## src/rtl/mem_pkg.sv

```systemverilog
// mem_pkg: shared definitions for the memory-stage access controller.
//   - access size codes as carried on the request size field
//   - byte lane select codes (little-endian, lane 0 = bits 7:0)
//   - controller FSM state type
//   - access_illegal(): alignment / size legality check done at accept
package mem_pkg;

  // Request size codes
  localparam logic [1:0] SZ_BYTE = 2'b00;
  localparam logic [1:0] SZ_HALF = 2'b01;
  localparam logic [1:0] SZ_WORD = 2'b10;
  localparam logic [1:0] SZ_ILL  = 2'b11;

  // Byte lane selects, taken from addr[1:0]
  localparam logic [1:0] LANE_B0 = 2'b00;
  localparam logic [1:0] LANE_B1 = 2'b01;
  localparam logic [1:0] LANE_B2 = 2'b10;
  localparam logic [1:0] LANE_B3 = 2'b11;

  typedef enum logic [2:0] {
    StIdle,
    StRd,
    StWr,
    StRmwRd,
    StRmwWr,
    StDone
  } state_e;

  // True when the request must be rejected without touching memory
  function automatic logic access_illegal(input logic [1:0] size, input logic [1:0] lane);
    logic bad;
    unique case (size)
      SZ_BYTE: bad = 1'b0;
      SZ_HALF: bad = lane[0];
      SZ_WORD: bad = (lane != LANE_B0);
      default: bad = 1'b1;
    endcase
    return bad;
  endfunction

endpackage

```

## src/rtl/mem_lane_align.sv

```systemverilog
// mem_lane_align: combinational lane steering for the access controller.
//   Load path : extracts the addressed byte/half/word from i_word and
//               zero- or sign-extends it into o_rdata.
//   Store path: replaces the addressed lane(s) of i_word with the low bits
//               of i_wdata, giving the word to write back (o_wword).
// Ports:
//   i_word   32  word read from data memory
//   i_wdata  32  right-justified store data
//   i_lane    2  byte address within the word (addr[1:0])
//   i_size    2  access size code
//   i_sext    1  sign-extend sub-word loads
//   o_rdata  32  extended load result (0 for an illegal size)
//   o_wword  32  merged store word
module mem_lane_align
  import mem_pkg::*;
(
  input  logic [31:0] i_word,
  input  logic [31:0] i_wdata,
  input  logic [1:0]  i_lane,
  input  logic [1:0]  i_size,
  input  logic        i_sext,
  output logic [31:0] o_rdata,
  output logic [31:0] o_wword
);

  logic [7:0]  w_byte;
  logic [15:0] w_half;

  always_comb begin
    unique case (i_lane)
      LANE_B0: w_byte = i_word[7:0];
      LANE_B1: w_byte = i_word[15:8];
      LANE_B2: w_byte = i_word[23:16];
      default: w_byte = i_word[31:24];
    endcase
    // Halves are only ever addressed at lane 0 or lane 2
    w_half = i_lane[1] ? i_word[31:16] : i_word[15:0];
  end

  always_comb begin
    o_rdata = '0;
    case (i_size)
      SZ_BYTE: o_rdata = {{24{i_sext & w_byte[7]}}, w_byte};
      SZ_HALF: o_rdata = {{16{i_sext & w_half[15]}}, w_half};
      SZ_WORD: o_rdata = i_word;
      default: o_rdata = '0;
    endcase
  end

  always_comb begin
    o_wword = i_word;
    case (i_size)
      SZ_BYTE: o_wword[{i_lane, 3'b000} +: 8]     = i_wdata[7:0];
      SZ_HALF: o_wword[{i_lane[1], 4'b0000} +: 16] = i_wdata[15:0];
      SZ_WORD: o_wword = i_wdata;
      default: o_wword = i_word;
    endcase
  end

endmodule

```

## src/rtl/mem_access_ctrl.sv

```systemverilog
// mem_access_ctrl: memory-stage load/store controller, sole driver of data_mem.
//   Accepts one byte-addressed request at a time (req && ready), turns it into
//   word accesses (read-modify-write for sb/sh) and reports completion with a
//   one-cycle done pulse carrying err and extended rdata.
// Ports:
//   i_clk, i_rst_n        clock, async active-low reset
//   i_req / o_ready       request handshake (ready only in idle)
//   i_we, i_size, i_sext  store flag, size code, sign-extend for loads
//   i_addr, i_wdata       byte address, right-justified store data
//   o_done, o_err, o_rdata  completion pulse, error flag, load result (held)
//   o_dm_*                data_mem word address, write data, read/write enables
//   i_dm_readdata         data_mem combinational read data
module mem_access_ctrl
  import mem_pkg::*;
#(
  parameter int unsigned AW = 32,
  parameter int unsigned DW = 32
) (
  input  logic          i_clk,
  input  logic          i_rst_n,
  input  logic          i_req,
  output logic          o_ready,
  input  logic          i_we,
  input  logic [1:0]    i_size,
  input  logic          i_sext,
  input  logic [AW-1:0] i_addr,
  input  logic [DW-1:0] i_wdata,
  output logic          o_done,
  output logic          o_err,
  output logic [DW-1:0] o_rdata,
  output logic [AW-1:0] o_dm_address,
  output logic [DW-1:0] o_dm_writedata,
  output logic          o_dm_memread,
  output logic          o_dm_memwrite,
  input  logic [DW-1:0] i_dm_readdata
);

  state_e        r_state;
  logic [1:0]    r_lane;
  logic [1:0]    r_size;
  logic          r_sext;
  logic [DW-1:0] r_wdata;
  logic          r_done;
  logic          r_err;
  logic [DW-1:0] r_rdata;
  logic [AW-1:0] r_dm_address;
  logic [DW-1:0] r_dm_writedata;
  logic          r_dm_memread;
  logic          r_dm_memwrite;

  logic [DW-1:0] w_ld_data;
  logic [DW-1:0] w_st_word;
  logic          w_bad;

  assign w_bad = access_illegal(i_size, i_addr[1:0]);

  mem_lane_align u_lane_align (
    .i_word  (i_dm_readdata),
    .i_wdata (r_wdata),
    .i_lane  (r_lane),
    .i_size  (r_size),
    .i_sext  (r_sext),
    .o_rdata (w_ld_data),
    .o_wword (w_st_word)
  );

  always_ff @(posedge i_clk or negedge i_rst_n) begin
    if (!i_rst_n) begin
      r_state        <= StIdle;
      r_lane         <= '0;
      r_size         <= '0;
      r_sext         <= 1'b0;
      r_wdata        <= '0;
      r_done         <= 1'b0;
      r_err          <= 1'b0;
      r_rdata        <= '0;
      r_dm_address   <= '0;
      r_dm_writedata <= '0;
      r_dm_memread   <= 1'b0;
      r_dm_memwrite  <= 1'b0;
    end else begin
      unique case (r_state)
        StIdle: begin
          if (i_req) begin
            r_lane       <= i_addr[1:0];
            r_size       <= i_size;
            r_sext       <= i_sext;
            r_wdata      <= i_wdata;
            r_dm_address <= {2'b00, i_addr[AW-1:2]};
            if (w_bad) begin
              // Rejected: complete next cycle, memory never touched
              r_state <= StDone;
              r_done  <= 1'b1;
              r_err   <= 1'b1;
              r_rdata <= '0;
            end else if (!i_we) begin
              r_state      <= StRd;
              r_dm_memread <= 1'b1;
            end else if (i_size == SZ_WORD) begin
              r_state        <= StWr;
              r_dm_memwrite  <= 1'b1;
              r_dm_writedata <= i_wdata;
            end else begin
              r_state      <= StRmwRd;
              r_dm_memread <= 1'b1;
            end
          end
        end
        StRd: begin
          r_dm_memread <= 1'b0;
          r_rdata      <= w_ld_data;
          r_err        <= 1'b0;
          r_done       <= 1'b1;
          r_state      <= StDone;
        end
        StWr: begin
          r_dm_memwrite <= 1'b0;
          r_rdata       <= '0;
          r_err         <= 1'b0;
          r_done        <= 1'b1;
          r_state       <= StDone;
        end
        StRmwRd: begin
          // The write-data register doubles as the merge buffer: the old word
          // with the target lane(s) replaced is captured straight into it.
          r_dm_memread   <= 1'b0;
          r_dm_writedata <= w_st_word;
          r_dm_memwrite  <= 1'b1;
          r_state        <= StRmwWr;
        end
        StRmwWr: begin
          r_dm_memwrite <= 1'b0;
          r_rdata       <= '0;
          r_err         <= 1'b0;
          r_done        <= 1'b1;
          r_state       <= StDone;
        end
        StDone: begin
          r_done  <= 1'b0;
          r_state <= StIdle;
        end
        default: begin
          r_dm_memread  <= 1'b0;
          r_dm_memwrite <= 1'b0;
          r_done        <= 1'b0;
          r_state       <= StIdle;
        end
      endcase
    end
  end

  assign o_ready        = (r_state == StIdle);
  assign o_done         = r_done;
  assign o_err          = r_err;
  assign o_rdata        = r_rdata;
  assign o_dm_address   = r_dm_address;
  assign o_dm_writedata = r_dm_writedata;
  assign o_dm_memread   = r_dm_memread;
  assign o_dm_memwrite  = r_dm_memwrite;

endmodule

```

## config.mk

```make
export PLATFORM = sky130hd
export DESIGN_NAME = mem_access_ctrl
export DESIGN_NICKNAME = d
export VERILOG_FILES = /design/src/rtl/mem_pkg.sv /design/src/rtl/mem_lane_align.sv /design/src/rtl/mem_access_ctrl.sv
export SDC_FILE = /design/constraint.sdc
export NUM_CORES = 1
export LEC_CHECK = 0
export BUFFER_PORTS_ARGS = -buffer_cell sky130_fd_sc_hd__clkbuf_2
export CAP_MARGIN = 5
export CORE_ASPECT_RATIO = 0.6
export CORE_MARGIN = 2
export CORE_UTILIZATION = 45
export DETAILED_ROUTE_END_ITERATION = 8
export GPL_ROUTABILITY_DRIVEN = 0
export HOLD_SLACK_MARGIN = 0.02
export PLACE_DENSITY_LB_ADDON = 0.05
export SLEW_MARGIN = 20
export SYNTH_ARGS = -nofsm -noshare
export SYNTH_HDL_FRONTEND = slang
export SYNTH_HIERARCHICAL = 1
export SYNTH_SLANG_ARGS = --single-unit
```

## constraint.sdc

```tcl
create_clock -name i_clk -period 4.85 [get_ports i_clk]
set_input_delay 0.7275 -clock i_clk [delete_from_list [all_inputs] [get_ports i_clk]]
set_output_delay 0.7275 -clock i_clk [all_outputs]
set_load 0.05 [all_outputs]
```

## Word level (Yosys, flattened, before mapping)

Index checks and enable logic that the tools add are counted.
W data, S select, Z words.

- Register bits after elaboration: 138
- Output and inout port bits: 101

- Reduce and logical (&&, ||, !) cells: 19
- Shifts and indexed selects: 4
- Bitwise logic cells: 5
- Add/subtract/negate cells: 2
- Mux-type cells: 34
- Equal/unequal tests: 17

Operator list:

| operator | count |
|---|---|
| $pmux W32 S3 | 3 |
| $mux W32 | 6 |
| $bwmux W32 | 2 |
| $pmux W32 S2 | 1 |
| $shift A16 B7 Y32 const A | 1 |
| $shift A8 B7 Y32 const A | 1 |
| $shiftx A16 B7 Y32 | 1 |
| $shiftx A8 B7 Y32 | 1 |
| $pmux W8 S3 | 1 |
| $mux W16 | 1 |
| $neg A5 Y7 | 2 |
| $mux W1 | 11 |
| $reduce_and A5 Y1 | 2 |
| $pmux W1 S3 | 3 |
| $pmux W3 S3 | 1 |
| $reduce_and A3 Y1 | 3 |
| $eq A2 B1 Y1 const B | 3 |
| $eq A2 B2 Y1 const B | 3 |
| $eq A3 B2 Y1 const B | 2 |
| $eq A3 B3 Y1 const B | 2 |
| $logic_not A2 Y1 | 3 |
| $mux W3 | 2 |
| $ne A2 B1 Y1 const B | 3 |
| $reduce_bool A2 Y1 | 3 |
| 13 further kinds | 20 |

## Longest topological paths before layout

Gate-level depths: netlist of the first run.

- Word-level depth: 6
- Depth in mapped cells: 11
- Mapped depth without buffers: 7

## Hierarchy

The synthesis of the first run kept the hierarchy.

By module, submodules not included:

| module | area each (um^2) | cells an instance | times used |
|---|---|---|---|
| mem_access_ctrl | 5806.8 | 403 | 1 |
| mem_lane_align | 2361.0 | 309 | 1 |

## Least setup slack after synthesis of the first run

Ideal clock, no wire load.

- Path type: reg-to-reg
- Start: register r_lane[1]
- End: register r_rdata[10], in the netlist o_rdata[10]
- Clock period less this slack: 2.567 ns
- Library setup time: 0.118 ns
- Cell stages (with the launch flop): 11
- Path buffers: 3
- Setup slack: 2.283 ns
- Arrival time: 2.449 ns
- Path through: dfrtp_1 -> buf_4 -> clkinv_1 -> buf_1 -> ha_1 -> buf_6 -> a22o_4 -> o2111a_2 -> a221o_1 -> a22o_1 -> a21o_1

- Word-level cells in the longest chain between the ends: 5
- Elaborated cells on any way between the ends: 8
- Classes of those cells: eq/ne: 2; mux: 4; bitwise: 1; reduce/logical: 1

Ends and longest elaborated chain:

| item | line | RTL |
|---|---|---|
| start, declared | mem_access_ctrl.sv:39 | `logic [1:0] r_lane;` |
| start signal, assigned | mem_access_ctrl.sv:85 | `r_lane <= i_addr[1:0];` |
| $eq A2 B2 Y1, or another cell as far along | mem_lane_align.sv:30 | `unique case (i_lane)` |
| $pmux W8 S3 | mem_lane_align.sv:30 |  |
| $and A1 B1 Y1 | mem_lane_align.sv:43 | `SZ_BYTE: o_rdata = {{24{i_sext & w_byte[7]}}, w_byte};` |
| $pmux W32 S3 * | mem_lane_align.sv:42 | `case (i_size)` |
| net w_ld_data[10] | mem_access_ctrl.sv:51 | `logic [DW-1:0] w_ld_data;` |
| $pmux W32 S3 * | mem_access_ctrl.sv:82 | `unique case (r_state)` |
| end signal, assigned | mem_access_ctrl.sv:111 | `r_rdata <= w_ld_data;` |
| end, declared | mem_access_ctrl.sv:45 | `logic [DW-1:0] r_rdata;` |

The timed path passes the listed nets; every way through them passes the cells marked *.
A chain may end at the register's enable or synchronous reset.

## Worst setup path after layout of the first run

- Start: register r_size[0]
- End: register r_dm_writedata[12], in the netlist o_dm_writedata[12]

- Word-level cells in the longest chain between the ends: 3
- Elaborated cells on any way between the ends: 5
- Classes of those cells: eq/ne: 2; mux: 2; reduce/logical: 1

Ends and longest elaborated chain:

| item | line | RTL |
|---|---|---|
| start, declared | mem_access_ctrl.sv:40 | `logic [1:0] r_size;` |
| start signal, assigned | mem_access_ctrl.sv:86 | `r_size <= i_size;` |
| $eq A2 B2 Y1, or another cell as far along | mem_lane_align.sv:52 | `case (i_size)` |
| $pmux W32 S3 * | mem_lane_align.sv:52 |  |
| net w_st_word[12] | mem_access_ctrl.sv:52 | `logic [DW-1:0] w_st_word;` |
| $pmux W32 S2 * | mem_access_ctrl.sv:82 |  |
| end signal, assigned | mem_access_ctrl.sv:102 | `r_dm_writedata <= i_wdata;` |
| end signal, assigned | mem_access_ctrl.sv:127 | `r_dm_writedata <= w_st_word;` |
| end, declared | mem_access_ctrl.sv:47 | `logic [DW-1:0] r_dm_writedata;` |

Marked as above.

==> results list, run 1 <==
- Number of I/O port buffers: 201
- The worst-case IR drop observed on VDD is ~0.00033 V.
* ANT cells: 0
* Top cell family by delay on the critical path: flip-flops
* R2R Path End: o_dm_writedata[12]$_DFFE_PN0P_
- Core Region: 0.0179 mm2
- Number of synthesized register bits: around 140
- The highest metal layer carrying signal wires in the routed design is met4.
- The top cell type by area accounts for between 40% and 50% of the synthesized area.
* Wirelength per Cell: 22.9 um
* Antenna violations before repair: 0
- Min Hold Slack: 0.374 ns
- The die covers ~0.019 mm2.
- The total count of hold-check failures in the final report was 0.
- Slew of the pin with the lowest slew margin: between 1 and 1.5 ns
- In this run the mean area of a mapped cell was around 11 um2.
* Vias per inst: 6.18
* Number of DRC markers in iteration 0: around 840
* Layout Area Growth over Synthesis: 19.3%
- Critical path's largest stage delay: 1.12 ns
* Critical Setup Path Class: flop to flop
- For this run, the top clock speed supported by timing is approximately 0.35 GHz.
- Outcome: finished clean
- Sorting the synthesized cells by how often they occur yields sky130_fd_sc_hd__dfrtp_1 (138), sky130_fd_sc_hd__mux2_2 (79), sky130_fd_sc_hd__a22o_1 (46).
* Num Clock Sinks: 138
- Measured along the x axis, the die boundary spans approximately 180 um.
- Wire length of the first global-routing pass: between 30,000 and 40,000 um
* Num CTS Buffers: 17
- Along the worst path, the maximum fanout reaches 49.
- The Yosys step of the flow raised 6 warnings.
* Arrival time at the worst endpoint: 3.20 ns
* Count of final max-slew check failures: 0
* Root cell of the clock tree: sky130_fd_sc_hd__clkbuf_16
* Clock period minus worst slack: about 2.9 ns
- Crit path max-delay cell type: sky130_fd_sc_hd__dfrtp_2
* Worst endpoint required time: 5.17 ns
- Total power for the finished layout comes to 0.00817 W.
* Filler cells: 1,611
- Buf+Inv Stages, Crit Path: 0
- Post-CTS timing repair inserted 0 buffers for setup.
- Yosys instantiated no cell more often than sky130_fd_sc_hd__dfrtp_1.
- The first TritonRoute pass finished after 6 iterations.
- For this block, the routed nets add up to ~26,000 um of wire.
- In the final layout, the share of cells above drive strength 1 is between 30% and 40%.
- Reg-to-reg critical path startpoint: r_size[0]$_DFFE_PN0P_
- Setup total negative slack on the finished layout was measured at 0 ns.
- Final setup vio count: 0
- Dominant cell type by area after synthesis: sky130_fd_sc_hd__dfrtp_1
- Final period utilization: between 50% and 60%
- Routed length on met2: ~11,000 um
- The detailed router placed between 6,000 and 7,000 vias in this run.
- The initialized floorplan defines 38 standard-cell rows.
* Setup crit end kind: flop
- Summed over all cells, the static leakage comes to 4.73 nW.
- TritonCTS built the clock tree.
- The cell area that synthesis handed to floorplanning was between 0.008 and 0.009 mm2.
- Counting cells, the worst reg-to-reg path comes to 5.
- Across the run, the number of max-cap violations was 0.
* Post-CTS clock slew at the launch and capture registers of the worst setup and hold paths: roughly 0.070 ns
* Global router's overall resource usage: a little over a quarter
* DR WL met3: roughly 2500 um
- Post-route worst setup slack: between 1.5 and 2 ns
* Yosys cell types: 65
- OpenSTA, run right after detailed placement, puts the worst setup slack at roughly 2 ns.
- I/O pins: around 200
- In this run the remaining antenna-violating nets after routing total 0.
- Residual DRC count: 0
* Detailed-route wire length on metal 1: 12,100 um
- Global route overflow: 0
* Post-CTS Resized: 0
- Worst hold-check path type: input port to asynchronous set/reset pin
- Initial core utilization: between 40% and 50%
* Setup slack of the most critical reg-to-reg path: slightly below 2 ns
- Clock latency on the worst-skew pair: around 0.43 ns
- Total power divided by cell area: ~840 mW/mm2
* Post-synthesis async set-or-reset flop share: 100%
- The clock passes through at most 2 buffers.
- The most used flip-flop cell after synthesis is sky130_fd_sc_hd__dfrtp_1.
- In this run the vertical extent of the chip is around 110 um.
* Vias in the first global route: 6,816
- Maximum number of pins on one net before global-route repair: 101
- The share of the Yosys chip area taken by registers is 42.3%.
- Sequence of cells on the critical path: or2_1 -> nor4_4 -> a221o_1 -> nand2b_1 -> o221a_1
- Cell count after synthesis: slightly above 700
- Maximum level of the CTS H-tree: 4
- The clock arrives with between 0.009 and 0.01 ns of skew.
- Top cells by area, synth: sky130_fd_sc_hd__dfrtp_1 (42%), sky130_fd_sc_hd__mux2_2 (11%), sky130_fd_sc_hd__a22o_1 (4.9%), sky130_fd_sc_hd__a221o_1 (4.7%), sky130_fd_sc_hd__o221a_1 (4.1%)
- Unrepaired setup endpoints after global routing: false
* Launching element type of the critical path: flop
- Once placement finished, the instance area stood at about 0.0091 mm2.
- In the final design database the tool counted ~1,000 nets.
- The worst pin sits at a relative slew slack of 24.1%.
* Number of buffers added to fix hold violations after cts: 0
- Counting flops with a built-in enable in the synthesized netlist gives 0.
- Once layout is done, the placed cells without fillers occupy approximately 0.0097 mm2.
- Once detailed placement completed, the half-perimeter wirelength came to approximately 18,000 um.
[worst reg2reg max path: stages, from the launching register on]
cell	delay, ns
sky130_fd_sc_hd__dfrtp_2	1.12
sky130_fd_sc_hd__or2_1	0.81
sky130_fd_sc_hd__nor4_4	0.17
sky130_fd_sc_hd__a221o_1	0.40
sky130_fd_sc_hd__nand2b_1	0.15
sky130_fd_sc_hd__o221a_1	0.13
[power breakdown]
part | leakage (nW) | switching [W] | internal (W)
registers | 1.73 | 0.000584 | 0.00170
logic | 2.72 | 0.00289 | 0.00164
clock network | 0.286 | 0.000540 | 0.000826
total | 4.73 | 0.00401 | 0.00416
[logic make-up (layout without fill, tap and decap cells)]
group                      after synthesis  after routing  share of synthesized area, %
and+or+nand+nor                        148            148                          10.9
xor gates and xnor gates                 1              1                         0.107
muxes                                  108            108                          14.7
other                                    1              2                        0.0459
AOI/OAI and AO/OA                      230            230                          25.2
adders and majority gates                7              7                          1.06
buffers and inverters                   79            255                          5.76
DFF                                    138            138                          42.3
[cells in the final DEF (no fill, tap or decap), types with 10 or more instances in the layout]
master / n
sky130_fd_sc_hd__a22o_1: 46
sky130_fd_sc_hd__inv_1: 12
sky130_fd_sc_hd__nand2b_1: 33
sky130_fd_sc_hd__o221a_1: 30
sky130_fd_sc_hd__o221ai_1: 10
sky130_fd_sc_hd__a21o_1: 33
sky130_fd_sc_hd__a41oi_1: 10
sky130_fd_sc_hd__clkbuf_2: 200
sky130_fd_sc_hd__nor2b_1: 27
sky130_fd_sc_hd__mux2_2: 79
sky130_fd_sc_hd__mux2i_1: 15
sky130_fd_sc_hd__nand2_1: 35
sky130_fd_sc_hd__nand3_1: 18
sky130_fd_sc_hd__mux2_1: 14
sky130_fd_sc_hd__a22oi_1: 17
sky130_fd_sc_hd__dfrtp_1: 137
sky130_fd_sc_hd__a221o_1: 38
sky130_fd_sc_hd__clkbuf_16: 17
[per-stage QoR]
step           instances  util (%)
4_1_cts             1129      54.3
2_1_floorplan        713         -
5_1_grt             1129      54.4
3_3_place_gp        1097      50.9
6_report            1129      54.4
3_5_place_dp        1097      50.9
[final cells by class]
class                      count  area [um2]  share of cell area (%)
multi-input combinational    496        4260                    43.7
sequential                   138        3450                    35.4
timing repair buffer         209        1070                    11.0
clock buffer                  19         443                    4.54
tap                          240         300                    3.08
clock inverter                13         165                    1.69
inverter                      14        52.6                   0.539
[sequential cells by signal, indices dropped and copies added (netlist names), 2 cells and up]
name and flops:
o_dm_writedata 32, o_rdata 32, r_wdata 32, o_dm_address 30, r_state 3, r_lane 2
r_size 2
[worst max path at each step]
stage	start	endpoint	slack (ns)	cells after the start
3_3_place_gp	r_size[0]$_DFFE_PN0P_	o_dm_writedata[11]$_DFFE_PN0P_	2.14	5
2_1_floorplan	r_lane[1]$_DFFE_PN0P_	o_rdata[10]$_DFFE_PN0P_	2.28	10
3_5_place_dp	r_size[0]$_DFFE_PN0P_	o_dm_writedata[12]$_DFFE_PN0P_	2.03	5
4_1_cts	r_size[0]$_DFFE_PN0P_	o_dm_writedata[12]$_DFFE_PN0P_	2.03	5
5_1_grt	r_size[0]$_DFFE_PN0P_	o_dm_writedata[9]$_DFFE_PN0P_	1.82	5
6_report	r_size[0]$_DFFE_PN0P_	o_dm_writedata[12]$_DFFE_PN0P_	1.97	5
[routing by layer]
metal	GRT usage, %	up-vias
met1	38.6	3552
li1	-	3095
met4	8.72	0
met2	39.0	286
met5	0	-
met3	10.1	40
Power figures use the tool's default switching activity.
==> run 2: changes to the inputs <==
==> constraint.sdc (replaced) <==
create_clock -name i_clk -period 2.67 [get_ports i_clk]
set_input_delay 0.4005 -clock i_clk [delete_from_list [all_inputs] [get_ports i_clk]]
set_output_delay 0.4005 -clock i_clk [all_outputs]
set_load 0.05 [all_outputs]
==> run 2 against run 1 <==
Die area did not move. Sequential cell count did not move. Combinational power rose by 87%. Total power grew 82%. Register-to-register slack got worse by 1.6 ns. Cell area increased by 1.3%. Via count increased by 0.95%. First-iteration DRC count shrank 7.5%. Global-route usage shrank 0.051 points. Hold slack worse by 0.18 ns. Core utilization grew 0.71 points.
==> results list, run 2 (same netlist as run 1, synthesis figures left out) <==
* Outcome: finished clean
* Total wirelength of the detailed-routed design: 25,800 um (about the same)
- TritonCTS clock tree: yes
- Static Leak: 4.82 nW (+2.0%)
- I/O pins: 204 (unchanged)
- Slew of the pin with the lowest slew margin: 0.715 ns (-0.423 ns)
- Post-CTS Resized: 0 (unchanged)
- The number of nets with antenna violations after routing is 0 (unchanged).
- The worst hold path terminates at o_dm_address[16]$_DFFE_PN0P_.
- The internal cell power came to 0.00763 W (+83%).
- The setup clock skew after layout was 0.00691 ns (-0.00210 ns).
- Root cell of the clock tree: sky130_fd_sc_hd__clkbuf_16
* Unrepaired setup endpoints after global routing: false
- By startpoint and endpoint, the worst setup path is classified as flop to flop.
* Vias per inst: 6.16 (-0.29%)
- Total count of hold-check failures in the final report: 0 (unchanged)
* Final setup vio count: 0 (unchanged)
* Dpl cells: 1,112 (+1.4%)
- The switching part of the total is 48.8% (-0.31 points).
- The total of fill cells in the finished design is 1,560 (-3.2%).
- Compared with the post-synthesis result, the final layout area differs by 20.9%.
* Max Cap Viol: 0 (unchanged)
- The area inside the core boundary came to 0.0179 mm2 (unchanged).
- The via count of the first global-routing pass came to 6,775 (-0.60%).
- Min Hold Slack: 0.194 ns (-0.179 ns)
- Worst rel slew slack: 52.2% (+28 points)
- Clock latency on the worst-skew pair: 0.42 ns (about the same)
- # Post-CTS Setup Buffers: 0 (unchanged)
- Global router's overall resource usage: 27.4% (-0.051 points)
* Number of DRC markers in iteration 0: 773 (-7.5%)
- Maximum count of clock buffers along a single path: 2 (unchanged)
- The number of clock sinks is 138 (unchanged).
* R2r worst-path depth: 5 (unchanged)
* Achievable Freq: 0.425 GHz (+23%)
- Hold Crit Start: i_addr[18]
- Buf+Inv Stages, Crit Path: 0 (unchanged)
- The number of antenna cells inserted is 0 (unchanged).
- The clock period minus final worst setup slack was 2.35 ns (-0.532 ns).
- The arrival time at the worst endpoint was 2.72 ns (-0.48 ns).
- DIE HEIGHT: 108 um (unchanged)
- Max IR drop VDD: 0.000634 V (+93%)
- The initial antenna violation count is 0 (unchanged).
- Site Rows: 38 (unchanged)
- Num CTS Buffers: 17 (unchanged)
- Global route overflow: 0 (unchanged)
- The share of layout cells above drive strength 1 is 39.4% (+0.73 points).
* Post-CTS clock slew at the launch and capture registers of the worst setup and hold paths: 0.06 ns (about the same)
- The critical-path maximum fanout came to 24 (-51%).
- The highest cell delay on the worst timing path was 0.62 ns (-0.50 ns).
- Part of the total power dissipated in the clock network: 16.2% (-0.5 points)
- Part of the power in combinational logic: 56.7% (+1.3 points)
* Flop pwr share: 27.2% (-0.7 points)
- Final nets: 1,001 (+1.6%)
- R2R Path End: o_dm_writedata[10]$_DFFE_PN0P_
- Hold Path Depth: 2
* Worst endpoint required time: 3.03 ns (-2.14 ns)
* Most frequent cells in the layout: sky130_fd_sc_hd__clkbuf_2 (200), sky130_fd_sc_hd__dfrtp_1 (137), sky130_fd_sc_hd__mux2_2 (79)
- Maximum number of pins on one net before global-route repair: 70 (-31%)
- Commonest non-fill, non-tap cell in the layout: sky130_fd_sc_hd__clkbuf_2
- For this design, the slowest cell found on the critical path is sky130_fd_sc_hd__nor4_4.
- The filler-free cell count of the finished design is 1,143 (+1.2%).
- The total of buffers placed on input and output ports came to 201 (unchanged).
- Die Width: 178 um (unchanged)
- The power dissipated by switching net loads is 0.00727 W (+81%).
- Initial core utilization: 45.6% (unchanged)
* Residual DRC count: 0 (unchanged)
* Area of the die: 0.0193 mm2 (unchanged)
- The quantity of hold-fixing buffers added after cts is 1 (+1).
- Top cell family by delay on the critical path: simple AND/OR/NAND/NOR gates
* Wire length of the first global-routing pass: 39,800 um (+0.35%)
- Half-perimeter wire length after placement: 18,500 um (+3.0%)
* Reg-to-reg critical path startpoint: r_size[0]$_DFFE_PN0P_
- The worst hold path belongs to the class input port to flop.
* Count of final max-slew check failures: 0 (unchanged)
- The detailed-route wire length per cell was 22.6 um (-1.3%).
- First-pass DRT Iterations: 8 (+2)
* Setup crit end kind: flop
- Sum Neg Setup Slack: 0 ns (unchanged)
- The setup slack of the worst register-to-register path came to 0.32 ns (-1.65 ns).
- Final period utilization: 88.1% (+29 points)
- Via total after detailed routing: 7,039 (+0.95%)
- Maximum level of the CTS H-tree: 4 (unchanged)
* Launching element type of the critical path: flop
* Sequence of cells on the critical path: or2_1 -> nor4_4 -> a221o_1 -> nand2b_1 -> o221a_1
* Total power divided by cell area: 1510 mW/mm2 (+80%)
[run 2: changes by cell type in the layout (fill, tap and decap cells not counted), moves of 2 or more]
cell | before | now
sky130_fd_sc_hd__buf_12 | 0 | 2
sky130_fd_sc_hd__inv_6 | 3 | 1
sky130_fd_sc_hd__buf_4 | 8 | 21
sky130_fd_sc_hd__clkinv_2 | 2 | 4
[run 2: per-layer routing]
metal / share of wire [%] / wire length (um) / track usage (%) / vias up
li1: - / - / - / 3125
met1: 46 / 12000 / 39.5 / 3501
met2: 42 / 10900 / 39.1 / 358
met3: 9.1 / 2360 / 8.58 / 55
met4: 2.1 / 533 / 8.31 / 0
met5: 0 / 0 / 0 / -
[run 2: worst max-delay path by stage]
| stage | start | endpoint | slack [ns] | cells past startpoint |
|---|---|---|---|---|
| 6_report | r_size[0]$_DFFE_PN0P_ | o_dm_writedata[10]$_DFFE_PN0P_ | 0.32 | 5 |
| 3_5_place_dp | r_lane[0]$_DFFE_PN0P_ | o_dm_writedata[25]$_DFFE_PN0P_ | 0.44 | 7 |
| 5_1_grt | r_lane[1]$_DFFE_PN0P_ | o_dm_writedata[25]$_DFFE_PN0P_ | 0.21 | 7 |
| 2_1_floorplan | r_lane[1]$_DFFE_PN0P_ | o_rdata[10]$_DFFE_PN0P_ | 0.10 | 10 |
| 3_3_place_gp | r_size[0]$_DFFE_PN0P_ | o_rdata[4]$_DFFE_PN0P_ | 0.51 | 4 |
| 4_1_cts | r_size[0]$_DFFE_PN0P_ | o_dm_writedata[10]$_DFFE_PN0P_ | 0.40 | 5 |
[run 2: final cells by class]
cell class	instances	area [um2]	area share, %
Multi-Input combinational cell	496	4260	43.1
Sequential cell	138	3450	35.0
Timing Repair Buffer	225	1220	12.4
Clock buffer	18	439	4.45
Tap cell	240	300	3.04
Clock inverter	12	150	1.52
Inverter	14	52.6	0.532
[run 2: through the flow]
stage	area (um2)	setup slack [ns]	utilization, %	power (W)
floorplan	8170	0.103	-	0.0104
global placement	9270	0.506	51.7	0.0122
detailed placement	9270	0.444	51.7	0.0124
CTS	9870	0.402	55.0	0.0148
global route	9870	0.207	55.1	0.0157
finish	9870	0.318	55.1	0.0149
[run 2: power by group through the flow]
stage          Sequential, W  Combinational (W)  Clock, W
6_report             0.00405            0.00844   0.00241
3_3_place_gp         0.00400            0.00824         0
5_1_grt              0.00417            0.00896   0.00254
3_5_place_dp         0.00405            0.00834         0
4_1_cts              0.00402            0.00837   0.00245
2_1_floorplan        0.00609            0.00436         0
==> run 3: changes to the inputs <==
==> constraint.sdc (replaced) <==
create_clock -name i_clk -period 2.2 [get_ports i_clk]
set_input_delay 0.11 -clock i_clk [delete_from_list [all_inputs] [get_ports i_clk]]
set_output_delay 0.11 -clock i_clk [all_outputs]
set_load 0.05 [all_outputs]
==> run 3 against run 2 <==
Sequential power rose by 19%. Core utilization up 4.9 points. Die area is the same. Cell count up 7.3%. Cell area is 8.9% higher. Critical path type unchanged. Critical endpoint is now o_rdata[8]$_DFFE_PN0P_.
==> results list, run 3 (same netlist as run 1, synthesis figures left out) <==
- The critical-path maximum fanout came to 8 (-67%).
- TritonCTS clock tree: yes
- DR WL met3: 2040 um (-13%)
* Reg-to-reg critical path startpoint: r_lane[0]$_DFFE_PN0P_
* Achievable Freq: 0.469 GHz (+10%)
- Half-perimeter wire length after placement: 18,100 um (-2.5%)
- Dpl cells: 1,120 (+0.72%)
- Buf+Inv Stages, Crit Path: 1 (+1)
- Worst rel slew slack: 47.9% (-4.3 points)
- The share of layout cells above drive strength 1 was 38.3% (-1.1 points).
- The slew at the pin with the worst max-slew slack came to 0.780 ns (+0.0649 ns).
- Initial core utilization: 45.6% (unchanged)
* Total wirelength of the detailed-routed design: 25,800 um (-0.14%)
- The run finished with clean final reports.
- The number of placement rows came to 38 (unchanged).
- ANT cells: 0 (unchanged)
- The total power draw is 0.0185 W (+24%).
* Maximum count of clock buffers along a single path: 2 (unchanged)
* Vias in the first global route: 7,150 (+5.5%)
* Flop pwr share: 26.0% (-1.2 points)
* Wirelength per Cell: 21.0 um (-7.0%)
* Setup crit end kind: flop
- The number of nets with antenna violations after routing is 0 (unchanged).
* Worst hold-check path type: input port to asynchronous set/reset pin
* Crit path max-delay cell type: sky130_fd_sc_hd__dfrtp_1
- Total count of hold-check failures in the final report: 0 (unchanged)
- Core Region: 0.0179 mm2 (unchanged)
* I/O pins: 204 (unchanged)
* Post-CTS clock slew at the launch and capture registers of the worst setup and hold paths: 0.06 ns (about the same)
- R2r worst-path depth: 7 (+2)
- The post-detailed-route via-to-cell ratio came to 5.96 (-3.2%).
* Summed area of non-filler cells in the final layout: 0.0107 mm2 (+8.9%)
- Num CTS Buffers: 17 (unchanged)
* Die Width: 178 um (unchanged)
- Part of the power in combinational logic: 58.3% (+1.6 points)
- The post-route met1 wirelength is 11,800 um (-1.4%).
* R2R Path End: o_rdata[8]$_DFFE_PN0P_
- The setup slack of the worst register-to-register path is 0.07 ns (-0.25 ns).
- The die footprint was 0.0193 mm2 (unchanged).
* Number of DRC markers in iteration 0: 632 (-18%)
* Max IR drop VDD: 0.000844 V (+33%)
- The total of buffers placed on input and output ports is 201 (unchanged).
- Via total after detailed routing: 7,316 (+3.9%)
* Net Switching: 0.00893 W (+23%)
- The global-route wire length before repair is 40,000 um (+0.61%).
- The maximum number of pins on one net before global-route repair is 55 (-21%).
- Max Cap Viol: 0 (unchanged)
* Worst endpoint required time: 2.51 ns (-0.52 ns)
- Global router's overall resource usage: 27.3% (-0.077 points)
- Leaving out fill and tap cells, the most frequent cell in the layout is sky130_fd_sc_hd__clkbuf_2.
* Final nets: 1,084 (+8.3%)
* DIE HEIGHT: 108 um (unchanged)
- Final setup vio count: 0 (unchanged)
- Switching share of power: 48.4% (-0.46 points)
- The total cell area at the placement stage is 0.00939 mm2 (+1.3%).
* Internal power of the cells: 0.00954 W (+25%)
* Count of final max-slew check failures: 0 (unchanged)
- The number of DRC violations after detailed routing is 0 (unchanged).
* Routed length on met2: 11,600 um (+6.3%)
- The highest layer touched by signal routing is met5.
- Min Hold Slack: 0.178 ns (-0.0161 ns)
* Sequence of cells on the critical path: buf_4 -> ha_4 -> a22o_4 -> o2111a_2 -> a221o_1 -> a22o_1 -> a21o_1
- Critical Setup Path Class: flop to flop
- Num Clock Sinks: 138 (unchanged)
- STA classifies the critical path startpoint as a flop.
- The arrival time at the worst endpoint came to 2.44 ns (-0.28 ns).
- First-pass DRT Iterations: 5 (-3)
- The leakage power total came to 5.20 nW (+7.8%).
- Layout Area Growth over Synthesis: 31.6%
- The insertion delay of the later-clocked pin in the worst-skew pair is 0.43 ns (about the same).
- The post-route fraction of the period consumed by the critical path was 96.9% (+8.8 points).
* Antenna violations before repair: 2 (+2)
- In this design, the largest share of critical-path delay is due to compound AO/OA/AOI/OAI gates.
- Setup repair after global routing left no endpoint under its margin.
- The clock network fraction of design power came to 15.7% (-0.5 points).
- Global route overflow: 0 (unchanged)
- Leaving out fill and tap cells, the most frequent cells in the layout are sky130_fd_sc_hd__clkbuf_2 (200), sky130_fd_sc_hd__dfrtp_1 (136), sky130_fd_sc_hd__mux2_2 (79).
- Max Clock Skew: 0.0102 ns (+0.00332 ns)
- The cell area power density is 1720 mW/mm2 (+14%).
* Final Instance Count excl. Fillers: 1,227 (+7.3%)
- The clock period minus final worst setup slack was 2.13 ns (-0.220 ns).
- The depth of the CTS H-tree is 4 (unchanged).
- Root cell of the clock tree: sky130_fd_sc_hd__clkbuf_16
* Critical path's largest stage delay: 0.42 ns (-0.20 ns)
[run 3: worst register-to-register path: cells and delay by family, from the launching register on]
| family | cells | cell delay [ns] |
|---|---|---|
| buf+inv | 1 | 0.17 |
| flops | 1 | 0.42 |
| fa+ha+maj | 1 | 0.18 |
| compound gates | 5 | 1.26 |
[run 3: worst max path at each step]
stage	startpoint	end	slack, ns	cells after the start
global route	r_size[1]$_DFFE_PN0P_	o_rdata[27]$_DFFE_PN0P_	0.004	5
CTS	r_lane[0]$_DFFE_PN0P_	o_rdata[9]$_DFFE_PN0P_	0.04	7
global placement	r_size[1]$_DFFE_PN0P_	o_rdata[17]$_DFFE_PN0P_	-0.12	5
floorplan	r_lane[1]$_DFFE_PN0P_	o_rdata[10]$_DFFE_PN0P_	-0.06	10
detailed placement	r_size[1]$_DFFE_PN0P_	o_rdata[31]$_DFFE_PN0P_	-0.21	5
finish	r_lane[0]$_DFFE_PN0P_	o_rdata[8]$_DFFE_PN0P_	0.07	7
[run 3: layout make-up]
class                           instances  area [um2]
Fill cell                            1515        7180
Multi-Input combinational cell        496        4280
Sequential cell                       138        3460
Timing Repair Buffer                  308        2070
Clock buffer                           19         453
Tap cell                              240         300
Clock inverter                         12         138
Inverter                               14        57.6
[run 3: through the flow]
step                setup slack [ns]  util [%]  setup TNS (ns)
finish                        0.0672      60.0               0
global route                 0.00414      60.0               0
CTS                           0.0353      59.6               0
detailed placement            -0.209      52.4           -3.57
global placement              -0.120      52.4           -1.86
floorplan                    -0.0576         -          -0.472
[run 3: what timing repair did]
action,4_1_cts,5_1_grt
pin swaps,1,3
buffers inserted,1,5
endpoints found under the hold margin,147,0
hold buffers,70,0
endpoints found under the setup margin,24,36
gates resized for setup,3,3
[run 3: routing by layer]
layer	track usage (%)	up-vias
met4	7.03	2
met5	0	-
met3	8.54	28
li1	-	3292
met2	41.2	264
met1	38.1	3730
[run 3: power by group through the flow]
stage / sequential, W / clock (W) / combinational (W)
3_5_place_dp: 0.00480 / 0 / 0.0104
3_3_place_gp: 0.00475 / 0 / 0.0103
6_report: 0.00480 / 0.00290 / 0.0108
2_1_floorplan: 0.00739 / 0 / 0.00536
4_1_cts: 0.00478 / 0.00295 / 0.0106
5_1_grt: 0.00496 / 0.00308 / 0.0114
